**src/rtl/soc_system_led_pwm_pio.sv**
```systemverilog
// Avalon-MM LED PIO with per-bit PWM and blink gating.
// A prescaler paces a shared PWM counter; its wrap toggles a common blink phase.
module soc_system_led_pwm_pio #(
  parameter int unsigned WIDTH      = 8,
  parameter int unsigned PWM_BITS   = 8,
  parameter int unsigned PRESC_BITS = 16
) (
  input  logic             clk,
  input  logic             reset,
  input  logic [2:0]       address,
  input  logic             chipselect,
  input  logic             write_n,
  input  logic [31:0]      writedata,
  output logic [31:0]      readdata,
  output logic [WIDTH-1:0] out_port,
  output logic             pwm_tick
);

  localparam logic [2:0] AddrData   = 3'd0;
  localparam logic [2:0] AddrMode   = 3'd1;
  localparam logic [2:0] AddrBlink  = 3'd2;
  localparam logic [2:0] AddrDuty   = 3'd3;
  localparam logic [2:0] AddrSet    = 3'd4;
  localparam logic [2:0] AddrClear  = 3'd5;
  localparam logic [2:0] AddrPresc  = 3'd6;
  localparam logic [2:0] AddrStatus = 3'd7;

  logic [WIDTH-1:0]      data_q, data_d;
  logic [WIDTH-1:0]      mode_q, mode_d;
  logic [WIDTH-1:0]      blink_q, blink_d;
  logic [PWM_BITS-1:0]   duty_q, duty_d;
  logic [PRESC_BITS-1:0] presc_q, presc_d;
  logic [PRESC_BITS-1:0] pcnt_q, pcnt_d;
  logic [PWM_BITS-1:0]   cnt_q, cnt_d;
  logic                  bph_q, bph_d;
  logic [WIDTH-1:0]      out_q, out_d;

  logic             wr;
  logic             restart;
  logic             tick;
  logic             pwm_on;
  logic [WIDTH-1:0] wr_bits;
  logic             unused_wd;

  assign wr        = chipselect & ~write_n;
  assign wr_bits   = writedata[WIDTH-1:0];
  assign unused_wd = ^writedata;

  // Retiming the PWM phase on DUTY/PRESCALE writes also keeps pcnt from
  // running past a newly lowered terminal count.
  assign restart = wr & ((address == AddrDuty) | (address == AddrPresc));
  assign tick    = (pcnt_q == presc_q);
  // While reset holds pcnt == PRESCALE == 0, so the strobe is masked explicitly.
  assign pwm_tick = tick & ~reset;

  assign pwm_on = (cnt_q < duty_q) | (&duty_q);

  always_comb begin
    data_d  = data_q;
    mode_d  = mode_q;
    blink_d = blink_q;
    duty_d  = duty_q;
    presc_d = presc_q;
    if (wr) begin
      case (address)
        AddrData:  data_d  = wr_bits;
        AddrMode:  mode_d  = wr_bits;
        AddrBlink: blink_d = wr_bits;
        AddrDuty:  duty_d  = writedata[PWM_BITS-1:0];
        AddrSet:   data_d  = data_q | wr_bits;
        AddrClear: data_d  = data_q & ~wr_bits;
        AddrPresc: presc_d = writedata[PRESC_BITS-1:0];
        default:   ;
      endcase
    end
  end

  always_comb begin
    pcnt_d = pcnt_q + PRESC_BITS'(1);
    cnt_d  = cnt_q;
    bph_d  = bph_q;
    if (restart) begin
      pcnt_d = '0;
      cnt_d  = '0;
    end else if (tick) begin
      pcnt_d = '0;
      cnt_d  = cnt_q + PWM_BITS'(1);
      if (&cnt_q) begin
        bph_d = ~bph_q;
      end
    end
  end

  always_comb begin
    out_d = data_q & (~mode_q | {WIDTH{pwm_on}}) & (~blink_q | {WIDTH{bph_q}});
  end

  always_ff @(posedge clk or posedge reset) begin
    if (reset) begin
      data_q  <= '0;
      mode_q  <= '0;
      blink_q <= '0;
      duty_q  <= '0;
      presc_q <= '0;
      pcnt_q  <= '0;
      cnt_q   <= '0;
      bph_q   <= 1'b0;
      out_q   <= '0;
    end else begin
      data_q  <= data_d;
      mode_q  <= mode_d;
      blink_q <= blink_d;
      duty_q  <= duty_d;
      presc_q <= presc_d;
      pcnt_q  <= pcnt_d;
      cnt_q   <= cnt_d;
      bph_q   <= bph_d;
      out_q   <= out_d;
    end
  end

  assign out_port = out_q;

  always_comb begin
    readdata = '0;
    case (address)
      AddrData:   readdata[WIDTH-1:0]      = data_q;
      AddrMode:   readdata[WIDTH-1:0]      = mode_q;
      AddrBlink:  readdata[WIDTH-1:0]      = blink_q;
      AddrDuty:   readdata[PWM_BITS-1:0]   = duty_q;
      AddrPresc:  readdata[PRESC_BITS-1:0] = presc_q;
      AddrStatus: readdata[WIDTH-1:0]      = out_q;
      default:    ;
    endcase
  end

endmodule

```
**config.mk**
```make
export PLATFORM = sky130hd
export DESIGN_NAME = soc_system_led_pwm_pio
export DESIGN_NICKNAME = d
export VERILOG_FILES = /design/src/rtl/soc_system_led_pwm_pio.sv
export SDC_FILE = /design/constraint.sdc
export NUM_CORES = 1
export LEC_CHECK = 0
export CORE_AREA = 2 2 101 103
export DETAILED_ROUTE_END_ITERATION = 6
export DIE_AREA = 0 0 103 105
export PLACE_DENSITY = 0.69
export REMOVE_ABC_BUFFERS = 1
export SYNTH_ARGS = -nofsm -noshare
export SYNTH_HDL_FRONTEND = slang
export SYNTH_SLANG_ARGS = --single-unit
```
**constraint.sdc**
```tcl
create_clock -name clk -period 6.6 [get_ports clk]
set_clock_uncertainty 0.1 [all_clocks]
set_input_delay 0.99 -clock clk [delete_from_list [all_inputs] [get_ports clk]]
set_output_delay 0.99 -clock clk [all_outputs]
set_load 0.01 [all_outputs]
```
# After elaboration in Yosys (flattened, before gate mapping)
# Index checks and enable logic that the tools add are counted.
word_totals:
  in_bits: 39
  mem_count: 0
  latchBits: 0
  output_inout_bits: 41
  ram_bits: 0
  regBits: 81
  mem_bits_ro: 0
  word_cells: 55
classes:
  bitwise: 18
  add_sub_neg: 2
  mul: 0
  n_eq_ne: 8
  div: 0
  magnitude_cmp: 1
  n_shift: 0
  n_mux: 7
  n_reduce_logical: 10
op_table:
  columns: ["op", "count"]
  rows:
  - ["one-hot mux 8 bit (6 select lines)", 1]
  - ["2-to-1 mux 16 bit", 2]
  - ["AND 8 bit", 3]
  - ["2-to-1 mux 8 bit", 3]
  - ["NOT 8 bit", 3]
  - ["OR 8 bit", 3]
  - ["one-hot mux 8 bit (3 select lines)", 1]
  - ["adder 16 x 1 -> 16 bit (second input constant)", 1]
  - ["== test 16 bit", 1]
  - ["== test 3 bit (second input constant)", 4]
  - ["AND reduction 10 bit", 1]
  - ["AND reduction 2 bit", 5]
  - ["adder 8 x 1 -> 8 bit (second input constant)", 1]
  - ["< comparator 8 bit", 1]
  - ["AND reduction 8 bit", 1]
  - ["== test 3 x 2 -> 1 bit (second input constant)", 2]
  - ["NOT 1 bit", 4]
  - ["AND 1 bit", 3]
  - ["== test 3 x 1 -> 1 bit (second input constant)", 1]
  - ["zero test 3 bit", 1]
  - ["nonzero test 3 bit", 1]
  - ["OR 1 bit", 2]
  - ["nonzero test 2 bit", 1]

# Longest topological paths before layout
depth:
  ltp_word: 5
  mapped_depth: 7
  ltp_nobuf: 7

# Worst setup path after synthesis
# Ideal clock, no wire load.
synth_path:
  path_type: "input port to output port"
  start: "input address[1]"
  end: "output readdata[3]"
  n_path_buf: 2
  required_time_ps: 5510
  cell_stages: 5
  t_arrival_ps: 2068
  setup_slack_ps: 3442
  path_cell_list: "buf_1 buf_2 mux4_2 inv_1 o22ai_1"
synth_between:
  elab_chain_len: 2
  elab_cells_between_ends: 7
  cone_classes: "eq/ne (5); mux (1); reduce/logical (1)"
synth_lines:
  columns: ["element", "line_no", "text"]
  rows:
  - ["start: declaration", "10", "input logic [2:0] address,"]
  - ["== test 3 bit, or another cell as far along", "126", "case (address)"]
  - ["one-hot mux 8 bit (6 select lines) *", "126", null]
  - ["end: declaration", "14", "output logic [31:0] readdata,"]
# Mark *: on every way between the ends. The rest lies on a longest branch, timed or not.

# Worst setup path in the final report
layout_path:
  start: "input address[2]"
  end: "output readdata[6]"
# The elaborated chain is that of the path after synthesis.

==> results.sh <==
export IMPL_cts_repair_resize_count=0
export IMPL_die_width_um=103
export IMPL_post_cts_repair_setup_buffers=0
export IMPL_num_fill_cells=923
export IMPL_drive_above_1_share_pct=11.85
export IMPL_worst_hold_path_type="reg2reg"
export IMPL_critPathArrivalTime_ns=3.23
export IMPL_period_minus_ws_final_ns=4.320
export IMPL_initial_core_utilization_pct=44.56
export IMPL_fin_cells=614
export IMPL_drt_first_iter_violations=142
export IMPL_antenna_found_initial=0
export IMPL_r2r_slack_ns=4.24
export IMPL_dpl_hpwl_um=6964
export IMPL_setup_violations_final=0
export IMPL_synthDominantCellAreaShare_pct=47.19
export IMPL_ant_nets=0
export IMPL_fmax_ghz=0.2315
export IMPL_source_to_sink_clock_delay_at_the_later_pin_of_the_worst_skew_pair_ns=0.36
export IMPL_vdd_drop_max_mv=0.1454
export IMPL_synthesis_yosys_warnings=0
export IMPL_final_max_slew_violation_count=0
export IMPL_drt_first_pass_iters=4
export IMPL_slowest_delay_ns=0.64
export IMPL_floorplan_die_area_sq_um=10820
export IMPL_critical_path_slowest_cell="clkdlybuf4s50_1"
export IMPL_cts_tree="done"
export IMPL_synth_async_sr_flop_share_pct=100.0
export IMPL_clk_root_buffer_cell="clkbuf_8"
export IMPL_grt_max_degree=82
export IMPL_sequential_element_share_of_the_synthesized_area_pct=47.19
export IMPL_syn_instance_count=428
export IMPL_worst_slew_pin_transition_ns=0.9993
export IMPL_maximum_clock_path_buffer_count=2
export IMPL_areaGrowthSynthToFinish_pct=19.25
export IMPL_run_status="finished, final reports clean"
export IMPL_power_leakage_nw=2.304
export IMPL_netlist_top_cells_area="dfrtp_1 (47%), mux2_2 (7.1%), xor2_1 (5.5%)"
export IMPL_synth_avg_cell_area_sq_um=10.04
export IMPL_grt_pass1_vias=3188
export IMPL_min_period_over_period_pct=65.46
export IMPL_wl_per_cell_um=16.21
export IMPL_grt_setup_unrepaired="false"
export IMPL_ioPinCount=80
export IMPL_endpoint_kind="output port"
export IMPL_gp_routability_congestion=0.7877
export IMPL_edff_count_synth=0
export IMPL_yosys_register_bits=81
export IMPL_grt_usage_pct=19.57
export IMPL_floorplan_core_area_sq_um=9639
export IMPL_die_boundary_height_um=105
export IMPL_worstSetupPathType="in2out"
export IMPL_max_slew_margin_pct=33.38
export IMPL_fin_setup_tns_ns=0
export IMPL_yosysUniqueCellTypes=44
export IMPL_timing_final_hold_violations=0
export IMPL_tritoncts_num_buffers=9
export IMPL_dominantRegCellSynth="dfrtp_1"
export IMPL_detail_route_vias_per_cell=5.267
export IMPL_nNetsFinal=524
export IMPL_global_route_overflow_total=0
export IMPL_dr_total_vias=3234
export IMPL_drc=0
export IMPL_io_buffers=47
export IMPL_diode_insertion_count_for_antenna_repair=0
export IMPL_synth_top_area_cell="dfrtp_1"
export IMPL_worstPathMaxFanout=14
export IMPL_clock_sinks=81
export IMPL_required_ns=5.51
export IMPL_power_density_nw_per_um2=279.0
export IMPL_hold_buffers=0
export IMPL_dp_cells=598
export IMPL_drv_cap=0
export IMPL_clk_pin_slew_worst_paths_ns=0.09
export IMPL_drt_total_wl_um=9952
export IMPL_most_prevalent_standard_cell_on_the_critical_path="clkdlybuf4s50_1"
export IMPL_global_route_wire_length_before_repair_um=16350
export IMPL_h_tree_depth=3
export IMPL_setup_worst_path_start_class="input port"
export IMPL_cell_by_cell_listing_of_the_critical_path="clkdlybuf4s50_1, buf_4, and2_1, a22oi_1, nor2_1, a311o_1, clkdlybuf4s50_1"
export IMPL_mappedNetlistArea_sq_um=4295
export IMPL_num_rows=36
state kept, by name, indices dropped and copies added (netlist names):
register	flops
blink_q	8
bph_q	1
cnt_q	8
data_q	8
duty_q	8
mode_q	8
out_port	8
pcnt_q	16
presc_q	16
worst paths after layout:
check | from | end | depth (start not counted)
max | address[2] | readdata[6] | 7
min | mode_q[6] | out_port[6] | 1
max reg2reg | presc_q[15] | cnt_q[7] | 5
min reg2reg | mode_q[6] | out_port[6] | 1
max in group asynchronous | reset | cnt_q[4] | 3
min in group asynchronous | reset | pcnt_q[5] | 3
cell families after synthesis:
| family | synth area share, % |
|---|---|
| AOI/OAI and AO/OA | 11.86 |
| other | 0.08730 |
| buffers and inverters | 5.913 |
| DFF | 47.19 |
| xor gates and xnor gates | 6.321 |
| adders and majority gates | 2.622 |
| muxes | 10.69 |
| and+or+nand+nor | 15.32 |
per-stage QoR:
step	setup WS [ns]	util (%)	power (mW)	area (sq um)	hold WS, ns
6_report	2.280	53.14	1.429	5122	0.3645
3_5_place_dp	2.280	50.42	0.9756	4860	0.3571
4_1_cts	2.269	53.14	1.443	5122	0.3636
5_1_grt	2.136	53.14	1.512	5122	0.3715
2_1_floorplan	3.430	-	0.8544	4169	0.3272
3_3_place_gp	2.274	50.42	0.9637	4860	0.3467
per-layer routing:
layer / vias to the layer above / GRT usage, % / wire, um
met5: - / 0 / 0
met4: 0 / 4.511 / 48
met3: 5 / 5.151 / 629
met2: 92 / 31.12 / 4788
met1: 1571 / 26.67 / 4485
li1: 1566 / - / -
cells in the final DEF (no fill, tap or decap), types with 12 or more instances in the layout:
| master | instances |
|---|---|
| xor2_1 | 27 |
| inv_1 | 18 |
| dfrtp_1 | 81 |
| clkdlybuf4s50_1 | 47 |
| clkbuf_8 | 12 |
| o21ai_0 | 31 |
| nand2_1 | 30 |
| conb_1 | 16 |
| mux2_2 | 27 |
| a21oi_1 | 27 |
| nor2_1 | 37 |
where the power goes:
part / switching (mW) / internal [mW] / leakage, nW
Clock: 0.181 / 0.282 / 0.129
Sequential: 0.0942 / 0.583 / 1.04
Combinational: 0.141 / 0.148 / 1.13
Total: 0.416 / 1.01 / 2.30
worst max-delay path, delay by kind of cell:
kind	cells	cell delay, ns
buffers and inverters	3	1.44
AND/OR/NAND/NOR	2	0.27
AO/OA/AOI/OAI	2	0.53
cell type report:
type | count | area (sq um) | area share [%]
clock buffers | 12 | 165.2 | 3.224
repair buffers | 54 | 523.0 | 10.21
inverters | 19 | 72.57 | 1.417
flip-flops and latches | 81 | 2027 | 39.57
well taps | 133 | 166.4 | 3.249
multi-input cells | 311 | 2071 | 40.43
clock inverters | 4 | 97.59 | 1.905
Yosys cell counts (9+ instances only):
cell type  number
xor2_1         27
a211oi_1       10
inv_1          19
mux2i_1        11
nand2_1        30
mux2_2         27
nand3_1        11
nor2_1         37
ha_1            9
and2_1          9
clkbuf_1       12
o21ai_0        31
buf_4          16
dfrtp_1        81
a21oi_1        27
No activity file was read; power rests on OpenSTA's default activity.
